**src/rtl/lbist_misr_ora_pkg.sv**
```systemverilog
// lbist_pkg: shared widths, MISR seed/taps and ORA state encoding for the LBIST loop
package lbist_pkg;
  localparam int LBIST_WIDTH = 8;
  localparam logic [7:0] LBIST_SEED = 8'hFF;
  localparam logic [7:0] LBIST_TAPS = 8'b1011_1000;
  typedef enum logic [1:0] {IDLE, COMPACT, COMPARE, DONE} ora_state_t;
endpackage

```
**src/rtl/lbist_misr_ora_if.sv**
```systemverilog
// lbist_misr_ora_if: response/control bundle between BIST controller, CUT and the ORA
interface lbist_misr_ora_if
  import lbist_pkg::*;
#(
  parameter int WIDTH = LBIST_WIDTH
);
  logic start;
  logic resp_valid;
  logic [WIDTH-1:0] resp_data;
  logic [WIDTH-1:0] golden;
  logic [WIDTH-1:0] signature;
  logic busy;
  logic done;
  logic pass;
  modport master (
    output start, resp_valid, resp_data, golden,
    input signature, busy, done, pass
  );
  modport slave (
    input start, resp_valid, resp_data, golden,
    output signature, busy, done, pass
  );
endinterface

```
**src/rtl/lbist_misr_ora_misr_core.sv**
```systemverilog
// misr_core: multiple-input signature register with x^8+x^6+x^5+x^4+1 feedback
module misr_core
  import lbist_pkg::*;
#(
  parameter int WIDTH = LBIST_WIDTH,
  parameter logic [WIDTH-1:0] SEED = LBIST_SEED,
  parameter logic [WIDTH-1:0] TAPS = LBIST_TAPS
) (
  input  logic clk,
  input  logic reset,
  input  logic load,
  input  logic en,
  input  logic [WIDTH-1:0] d,
  output logic [WIDTH-1:0] q
);
  // shift left, feed the tapped parity into bit 0, fold the response word in
  always_ff @(posedge clk)
    if (reset || load) q <= SEED;
    else if (en) q <= {q[WIDTH-2:0] ^ d[WIDTH-1:1], ^(q & TAPS) ^ d[0]};
endmodule

```
**src/rtl/lbist_misr_ora.sv**
```systemverilog
// lbist_misr_ora: compacts CUT responses into a MISR and checks the final signature against golden
module lbist_misr_ora
  import lbist_pkg::*;
#(
  parameter int WIDTH = LBIST_WIDTH,
  parameter logic [WIDTH-1:0] SEED = LBIST_SEED,
  parameter int NUM_PATTERNS = 255
) (
  input logic clk,
  input logic reset,
  lbist_misr_ora_if.slave bus
);
  localparam logic [15:0] LAST = 16'(NUM_PATTERNS - 1);
  ora_state_t state, state_nxt;
  logic [15:0] count;
  logic pass_q;
  logic load, en, last_word;
  assign load = (state == IDLE || state == DONE) && bus.start;
  assign en = state == COMPACT && bus.resp_valid;
  assign last_word = en && count == LAST;
  assign bus.busy = state == COMPACT || state == COMPARE;
  assign bus.done = state == DONE;
  assign bus.pass = pass_q;
  misr_core #(.WIDTH(WIDTH), .SEED(SEED)) u_misr (
    .clk(clk), .reset(reset), .load(load), .en(en), .d(bus.resp_data), .q(bus.signature)
  );
  // next-state: compare takes exactly one cycle, start only acts from idle/done
  always_comb begin
    state_nxt = state;
    case (state)
      IDLE:    state_nxt = bus.start ? COMPACT : IDLE;
      COMPACT: state_nxt = last_word ? COMPARE : COMPACT;
      COMPARE: state_nxt = DONE;
      DONE:    state_nxt = bus.start ? COMPACT : DONE;
      default: state_nxt = IDLE;
    endcase
  end
  // state, pattern counter and registered verdict; counter restarts instead of reaching NUM_PATTERNS
  always_ff @(posedge clk)
    if (reset) begin
      state <= IDLE;
      count <= '0;
      pass_q <= 1'b0;
    end else begin
      state <= state_nxt;
      if (load) begin
        count <= '0;
        pass_q <= 1'b0;
      end else if (en) count <= last_word ? '0 : count + 16'd1;
      if (state == COMPARE) pass_q <= bus.signature == bus.golden;
    end
endmodule

```
**src/flat_wrapper.sv**
```systemverilog
// flat-port wrapper written by rule: the top's interface ports become plain ports
module lbist_misr_ora_flat import lbist_pkg::*;
#(
  parameter int WIDTH = LBIST_WIDTH,
  parameter logic [WIDTH-1:0] SEED = LBIST_SEED,
  parameter int NUM_PATTERNS = 255
)
  (clk, reset, bus_start, bus_resp_valid, bus_resp_data, bus_golden, bus_signature, bus_busy, bus_done, bus_pass);
  lbist_misr_ora_if #(.WIDTH(WIDTH)) bus_i ();
  input logic clk;
  input logic reset;
  input wire logic [$bits(bus_i.start)-1:0] bus_start;
  input wire logic [$bits(bus_i.resp_valid)-1:0] bus_resp_valid;
  input wire logic [$bits(bus_i.resp_data)-1:0] bus_resp_data;
  input wire logic [$bits(bus_i.golden)-1:0] bus_golden;
  output wire logic [$bits(bus_i.signature)-1:0] bus_signature;
  output wire logic [$bits(bus_i.busy)-1:0] bus_busy;
  output wire logic [$bits(bus_i.done)-1:0] bus_done;
  output wire logic [$bits(bus_i.pass)-1:0] bus_pass;
  assign bus_i.start = bus_start;
  assign bus_i.resp_valid = bus_resp_valid;
  assign bus_i.resp_data = bus_resp_data;
  assign bus_i.golden = bus_golden;
  assign bus_signature = bus_i.signature;
  assign bus_busy = bus_i.busy;
  assign bus_done = bus_i.done;
  assign bus_pass = bus_i.pass;
  lbist_misr_ora #(.WIDTH(WIDTH), .SEED(SEED), .NUM_PATTERNS(NUM_PATTERNS)) u_core (.clk(clk), .reset(reset), .bus(bus_i));
endmodule
```
**config.mk**
```make
export PLATFORM = sky130hd
export DESIGN_NAME = lbist_misr_ora_flat
export DESIGN_NICKNAME = d
export VERILOG_FILES = /design/src/rtl/lbist_misr_ora_pkg.sv /design/src/rtl/lbist_misr_ora_if.sv /design/src/rtl/lbist_misr_ora_misr_core.sv /design/src/rtl/lbist_misr_ora.sv /design/src/flat_wrapper.sv
export SDC_FILE = /design/constraint.sdc
export NUM_CORES = 1
export LEC_CHECK = 0
export ABC_CLOCK_PERIOD_IN_PS = 3600
export BUFFER_PORTS_ARGS = -buffer_cell sky130_fd_sc_hd__buf_4
export CAP_MARGIN = 20
export CORE_MARGIN = 2
export CORE_UTILIZATION = 58
export DETAILED_ROUTE_END_ITERATION = 10
export GPL_ROUTABILITY_DRIVEN = 0
export PLACE_DENSITY = 0.85
export SYNTH_ARGS = -nofsm -noshare
export SYNTH_HDL_FRONTEND = slang
export SYNTH_SLANG_ARGS = --single-unit
```
**constraint.sdc**
```tcl
create_clock -name clk -period 3.6 [get_ports clk]
set_clock_uncertainty 0.1 [all_clocks]
set_input_delay 0.72 -clock clk [delete_from_list [all_inputs] [get_ports clk]]
set_output_delay 0.72 -clock clk [all_outputs]
set_load 0.1 [all_outputs]
```
==> results.txt, run 1 <==
----------------------------------------------------
[STA]
  Fin crit share ... roughly three fifths
  Max Freq ... 0.458 GHz
  Hold violation count in the final report ... 0
  Min Tclk post-route ... roughly 2.2 ns
  Max-slew headroom ... 65.3%
  Final setup violation count ... 0
  Transition at the pin with the smallest max-transition slack ... 0.519 ns
  Worst setup margin ... 1.42 ns
  Unrepaired setup endpoints after global routing ... no
  Slew Limit Fails ... 0
  Post-route setup TNS ... 0 ns

[Routing]
  Total wirelength of the detailed-routed design ... 2960 um
  Detailed router's first-iteration violation count ... 21
  Vias after detailed routing ... 1239
  Iteration count of the initial detailed-routing pass ... 4
  Count of antenna-violating nets left after detailed routing ... 0
  Average wire per standard cell ... 13.3 um
  Via-per-instance ratio ... 5.58
  # DRC ... 0

[Floorplan]
  Die width ... 54.9 um
  Site Rows ... 18
  Initial Utilization ... 61.1%
  Die Ht ... 54.9 um
  Die Area ... roughly 3000 um^2
  Number of ports placed on the die boundary ... 31
  Std-Cell Core Area ... 2450 um^2

[Cells and area]
  Share of layout cells above drive strength 1 ... between 20 and 30%
  Design Area, Final ... around 1800 um^2
  Diodes inserted ... 0
  Share of the core filled with cells in the final layout ... 71.7%
  Net count of the finished layout ... about 220
  Syn-to-layout area delta ... 17.3%

[GRT]
  Leftover overflow at the end of global routing ... 0
  Layer with the highest usage after global routing ... met2
  Global-route wire length before repair ... 4970 um
  Pin count of the biggest net entering global routing ... 18
  Initial antenna violation count ... 0
  GR Util met2 ... 38.1%
  Vias in the first global route ... roughly 1100
  Met1 routing resource usage after global routing ... 29.1%
  Overall global routing resource usage ... 23.1%
  Global-route track usage on met3 ... under 10%

[Synth]
  Number of unique standard cell types used by synthesis ... 32
  Number of instances in the synthesized netlist ... 162
  Synth warnings ... 0
  Net count after synthesis ... between 150 and 200
  Sequential-to-total area share from yosys stat ... 36.0%
  Number of register bits inferred by synthesis ... 27
  Post-synth design cell area ... 1500 um^2
  Syn_area_per_cell ... 9.26 um^2

[Clocking]
  Number of instances resized during post-cts repair ... 0
  Cell at the root of the clock tree ... sky130_fd_sc_hd__clkbuf_4
  Post-CTS Hold Fix Bufs ... 0
  Clock transition at the registers of the reported paths ... roughly 0.13 ns
  CTS tree ... done
  Maximum count of clock buffers along a single path ... 2
  Clock buffer count from CTS ... 3
  Clock sink count ... 27
  Number of H-tree levels ... 1
  Clock insertion delay at the later pin of the skew report ... 0.32 ns
  Setup Fix Bufs, Post-CTS ... 0

[Worst setup path]
  Type of destination of the critical path ... primary output
  CP max-delay cell ... sky130_fd_sc_hd__dfxtp_1
  Max FO, Critical Path ... 3
  Element type at the critical path start ... flop
  Worst-case reg-to-reg path depth ... 6
  Data required time at the worst endpoint ... 2.78 ns
  Data arrival, critical path ... 1.36 ns
  Cells along the critical path ... inv_1, ha_1, buf_4
  Worst setup path class ... flop to primary output
  Largest stage delay on the critical path ... about 0.4 ns

[Hold path]
  Worst min-delay path class ... flop to flop
  Hold Path Depth ... 2

[Power]
  VDD IR-drop max ... 0.273 mV
  Psw ... roughly 160 uW
  Clock network fraction of design power ... 23.5%
  Internal cell power ... 388 uW
  Total power draw ... 547 uW
  Sequential power share ... a little under three fifths
  Power per Cell Area ... 311 nW/um^2
  Sw frac ... 29.2%
  Proportion of power drawn by combinational gates ... 19.7%
  Leakage dissipation ... 0.000686 uW

[Place]
  HPWL reported at the end of detailed placement ... 2320 um
  Setup slack at placement ... 1.30 ns
  Number of port buffers ... 30
  Placed instance area ... 1730 um^2

[Run status]
  Outcome ... finished, final reports clean

[Flow run]
  Max-capacitance violation count ... 0

----------------------------------------------------
==> cells by family (layout without fill, tap and decap cells) <==
kind of cell               count (synthesis)  in the layout  synth area share (%)
AOI/OAI and AO/OA                         19             19                  9.26
xor gates and xnor gates                  32             32                  18.7
adders and majority gates                  6              6                  5.00
buffers and inverters                     11             41                  4.00
DFF                                       27             27                  36.0
and+or+nand+nor                           67             67                  27.0
==> synth_stat cells, drive strengths merged <==
library cell,instances,share of area (%)
dfxtp,27,36
xnor2,18,11
nand2,15,3.8
nor2,15,5.4
xor2,14,8.2
nand3,11,3.7
o211ai,8,4.0
nand4,7,3.9
ha,6,5.0
inv,6,1.5
nor4,6,3.5
o21ai,6,2.8
and2,3,1.3
and4,3,1.9
buf,3,2.0
nor3,3,1.0
a21oi,2,0.67
clkbuf,2,0.50
nand4b,2,1.6
a221oi,1,0.58
nand3b,1,0.50
nor3b,1,0.50
o21ba,1,0.67
o31a,1,0.58
==> worst paths after layout <==
check	to	slack, ns	start
worst max register to register	u_core.count[15]	1.46	u_core.state[1]
worst max-delay path	bus_busy	1.42	u_core.state[0]
worst min-delay path	u_core.bus.pass	0.40	u_core.bus.pass
worst min register to register	u_core.bus.pass	0.40	u_core.bus.pass
==> cell usage in the layout, fill, tap and decap left out, types with 2 or more instances in the layout <==
cell type	count
sky130_fd_sc_hd__xnor2_1	18
sky130_fd_sc_hd__o211ai_1	8
sky130_fd_sc_hd__nand3_1	11
sky130_fd_sc_hd__inv_1	6
sky130_fd_sc_hd__xor2_1	14
sky130_fd_sc_hd__nand4_1	6
sky130_fd_sc_hd__nand2_1	15
sky130_fd_sc_hd__nor2_1	5
sky130_fd_sc_hd__o21ai_0	2
sky130_fd_sc_hd__nor2_2	10
sky130_fd_sc_hd__ha_1	6
sky130_fd_sc_hd__and2_1	3
sky130_fd_sc_hd__nor3_1	3
sky130_fd_sc_hd__buf_4	31
sky130_fd_sc_hd__clkbuf_4	3
sky130_fd_sc_hd__nor4_1	5
sky130_fd_sc_hd__and4_1	2
sky130_fd_sc_hd__o21ai_1	3
sky130_fd_sc_hd__a21oi_1	2
sky130_fd_sc_hd__dfxtp_1	27
==> routing by layer <==
layer  vias to the layer above  wire length [um]
met4                         0                80
met2                        35              1480
met3                         8               134
met1                       574              1270
li1                        622                 -
met5                         -                 0
==> worst max-delay path: cells and delay by family, from the launching register on <==
| kind | cells | cell delay, ns |
|---|---|---|
| fa+ha+maj | 1 | 0.29 |
| buf+inv | 2 | 0.36 |
| flops | 1 | 0.39 |
==> area by class of cell <==
| cell class | count | area (um^2) |
|---|---|---|
| Multi-Input combinational cell | 124 | 900 |
| Fill cell | 191 | 696 |
| Sequential cell | 27 | 541 |
| Timing Repair Buffer | 31 | 233 |
| Tap cell | 30 | 37.5 |
| Clock buffer | 4 | 26.3 |
| Inverter | 6 | 22.5 |
==> per-stage QoR <==
step / instances / hold WS (ns)
6_report: 222 / 0.396
5_1_grt: 222 / 0.416
4_1_cts: 222 / 0.401
3_5_place_dp: 218 / 0.377
3_3_place_gp: 218 / 0.369
2_1_floorplan: 162 / 0.387
==> power by group through the flow <==
stage	combinational, uW	clock [uW]	sequential [uW]
2_1_floorplan	50.2	0	343
6_report	108	129	311
3_5_place_dp	108	0	318
3_3_place_gp	105	0	317
5_1_grt	117	146	312
4_1_cts	108	134	311
==> flip-flops by register name, indices dropped and copies added, names as in the netlist <==
register,count
u_core.bus.pass,1
u_core.u_misr.q,8
u_core.state,2
u_core.count,16
(Power assumes the default switching activity.)
==> inputs of run 2 (changes only) <==
--- a/config.mk
+++ b/config.mk
@@ -5,14 +5,14 @@
 export SDC_FILE = /design/constraint.sdc
 export NUM_CORES = 1
 export LEC_CHECK = 0
-export ABC_CLOCK_PERIOD_IN_PS = 3600
+export ABC_CLOCK_PERIOD_IN_PS = 1900
 export BUFFER_PORTS_ARGS = -buffer_cell sky130_fd_sc_hd__buf_4
 export CAP_MARGIN = 20
 export CORE_MARGIN = 2
-export CORE_UTILIZATION = 58
+export CORE_UTILIZATION = 48
 export DETAILED_ROUTE_END_ITERATION = 10
 export GPL_ROUTABILITY_DRIVEN = 0
-export PLACE_DENSITY = 0.85
+export PLACE_DENSITY = 0.75
 export SYNTH_ARGS = -nofsm -noshare
 export SYNTH_HDL_FRONTEND = slang
 export SYNTH_SLANG_ARGS = --single-unit
==> constraint.sdc (replaced) <==
create_clock -name clk -period 1.9 [get_ports clk]
set_clock_uncertainty 0.1 [all_clocks]
set_input_delay 0.38 -clock clk [delete_from_list [all_inputs] [get_ports clk]]
set_output_delay 0.38 -clock clk [all_outputs]
set_load 0.1 [all_outputs]
==> results.txt, run 2 (synthesis gave the netlist of run 1 again) <==
----------------------------------------------------
[Run status]
  Outcome ... finished, final reports clean

[Cells and area]
  Number of fill cells in the layout ... 268
  Share of the core filled with cells in the final layout ... slightly above 60%
  Most common cell after layout, fill and taps aside ... sky130_fd_sc_hd__buf_4
  Largest Register ... u_core.count
  Area taken by flip-flops and latches ... 541 um^2
  Registers with the highest flip-flop counts ... u_core.count x16, u_core.u_misr.q x8, u_core.state x2
  Most frequent cells in the layout ... sky130_fd_sc_hd__buf_4 (33), sky130_fd_sc_hd__dfxtp_1 (27), sky130_fd_sc_hd__xnor2_1 (18), sky130_fd_sc_hd__nand2_1 (15), sky130_fd_sc_hd__xor2_1 (14)
  Net count of the finished layout ... 223
  Design Area, Final ... 1830 um^2
  Share of layout cells above drive strength 1 ... between 20 and 30%
  Diodes inserted ... 0
  Flip-flop count of the largest register after layout ... 16
  Syn-to-layout area delta ... 22.2%
  Filler-free cell count of the finished design ... 229
  Area occupied by multi-input gates ... 920 um^2

[STA]
  Fin crit share ... 95.0%
  Final setup violation count ... 0
  Transition at the pin with the smallest max-transition slack ... about 0.50 ns
  Max-slew headroom ... 66.8%
  Slew Limit Fails ... 0
  Post-route setup TNS ... 0 ns
  Max Freq ... about 0.55 GHz
  Hold violation count in the final report ... 0
  Min Tclk post-route ... between 1.5 and 2 ns

[Floorplan]
  Site Rows ... 20
  Std-Cell Core Area ... 3000 um^2
  Number of ports placed on the die boundary ... 31
  Initial Utilization ... 50.0%
  Die Ht ... about 60 um
  Die Area ... 3590 um^2
  Die width ... 59.9 um

[Worst setup path]
  Type of destination of the critical path ... primary output
  Reg-to-Reg Start ... u_core.state[1]
  Worst setup path class ... flop to primary output
  Element type at the critical path start ... flop
  CP max-delay cell ... sky130_fd_sc_hd__dfxtp_1
  Data arrival, critical path ... 1.33 ns
  Max FO, Critical Path ... 3
  Cells along the critical path ... inv_1, ha_4, buf_6
  Data required time at the worst endpoint ... 1.42 ns
  Largest stage delay on the critical path ... 0.40 ns
  Startpoint of the most critical setup path ... u_core.state[0]

[GRT]
  Global-route wire length before repair ... 4970 um
  Vias in the first global route ... 1143
  Pin count of the biggest net entering global routing ... 18
  Overall global routing resource usage ... between 10% and 20%
  Initial antenna violation count ... 0
  Leftover overflow at the end of global routing ... 0

[Place]
  Placed Cells ... 224
  Placed instance area ... roughly 1800 um^2
  HPWL reported at the end of detailed placement ... 2420 um
  Number of port buffers ... 30

[Routing]
  Vias after detailed routing ... 1256
  Average wire per standard cell ... 13.2 um
  Total wirelength of the detailed-routed design ... 3030 um
  # DRC ... 0
  Via-per-instance ratio ... about 5.5
  Count of antenna-violating nets left after detailed routing ... 0
  Detailed router's first-iteration violation count ... 74
  Iteration count of the initial detailed-routing pass ... 5

[Flow run]
  Max-capacitance violation count ... 0

[Hold path]
  Worst min-delay path class ... input port to flop
  Worst Hold Launch ... reset

[Clocking]
  CTS tree ... done
  Clock sink count ... 27
  Clock insertion delay at the later pin of the skew report ... 0.34 ns
  Clock transition at the registers of the reported paths ... about 0.16 ns
  Cell at the root of the clock tree ... sky130_fd_sc_hd__clkbuf_4
  Post-CTS Hold Fix Bufs ... 0
  Number of H-tree levels ... 1
  Clock buffer count from CTS ... 3
  Maximum count of clock buffers along a single path ... 2

[Power]
  Total power draw ... ~1100 uW
  Power per Cell Area ... 581 nW/um^2
  VDD IR-drop max ... 0.326 mV
  Leakage dissipation ... a little over 0.0007 uW

----------------------------------------------------
-- run 2: cell types whose count changed in the layout (fill, tap and decap cells not counted) --
cell / previous run / this run
sky130_fd_sc_hd__and4_1: 2 / 1
sky130_fd_sc_hd__buf_4: 31 / 33
sky130_fd_sc_hd__ha_4: 0 / 1
sky130_fd_sc_hd__a21oi_2: 0 / 1
sky130_fd_sc_hd__and4_2: 0 / 1
sky130_fd_sc_hd__buf_12: 0 / 1
sky130_fd_sc_hd__a21oi_1: 2 / 1
sky130_fd_sc_hd__clkbuf_1: 1 / 0
sky130_fd_sc_hd__clkinvlp_4: 0 / 1
sky130_fd_sc_hd__ha_2: 0 / 1
sky130_fd_sc_hd__buf_6: 0 / 1
sky130_fd_sc_hd__ha_1: 6 / 4
-- run 2: timing repair --
item / in CTS / in global routing
buffers inserted: 0 / 1
gates resized for setup: 0 / 3
endpoints found under the setup margin: 0 / 12
-- run 2: per-stage QoR --
| stage | setup slack, ns | hold WS [ns] |
|---|---|---|
| global placement | 0.140 | 0.372 |
| CTS | 0.0267 | 0.0941 |
| detailed placement | 0.0660 | 0.379 |
| finish | 0.0947 | 0.107 |
| floorplan | 0.0376 | 0.356 |
| global route | -0.00346 | 0.0880 |
-- run 2: worst max-delay path, delay by kind of cell (launching register included) --
family                   cells  cell delay (ns)
adder cells (fa/ha/maj)      1             0.27
buffers and inverters        2             0.31
flip-flops                   1             0.40
-- run 2: area by class of cell --
cell class                      instances  share of cell area, %
Clock buffer                            3                   1.23
Clock inverter                          1                  0.410
Inverter                                6                   1.23
Multi-Input combinational cell        124                   50.2
Sequential cell                        27                   29.5
Tap cell                               33                   2.25
Timing Repair Buffer                   35                   15.2
-- run 2: final timing paths --
path	end	cells after the start	slack (ns)
hold / removal	u_core.state[1]	2	0.11
hold reg to reg	u_core.bus.pass	2	0.41
setup reg to reg	u_core.state[0]	6	0.12
setup / recovery	bus_busy	3	0.09
-- run 2: where the power goes --
group	switching [uW]	leakage, uW	internal (uW)	total, uW
registers	13.5	0.000219	576	590
clock network	176	0.0000139	80.7	256
logic	132	0.000479	87.9	219
total	321	0.000712	745	1070
-- run 2: metal layers --
layer  GRT usage (%)  vias up  wire, um
met4            6.67        0        40
li1                -      631         -
met5               0        -         0
met2            30.1       21      1530
met3            3.46        4        83
met1            23.3      600      1380
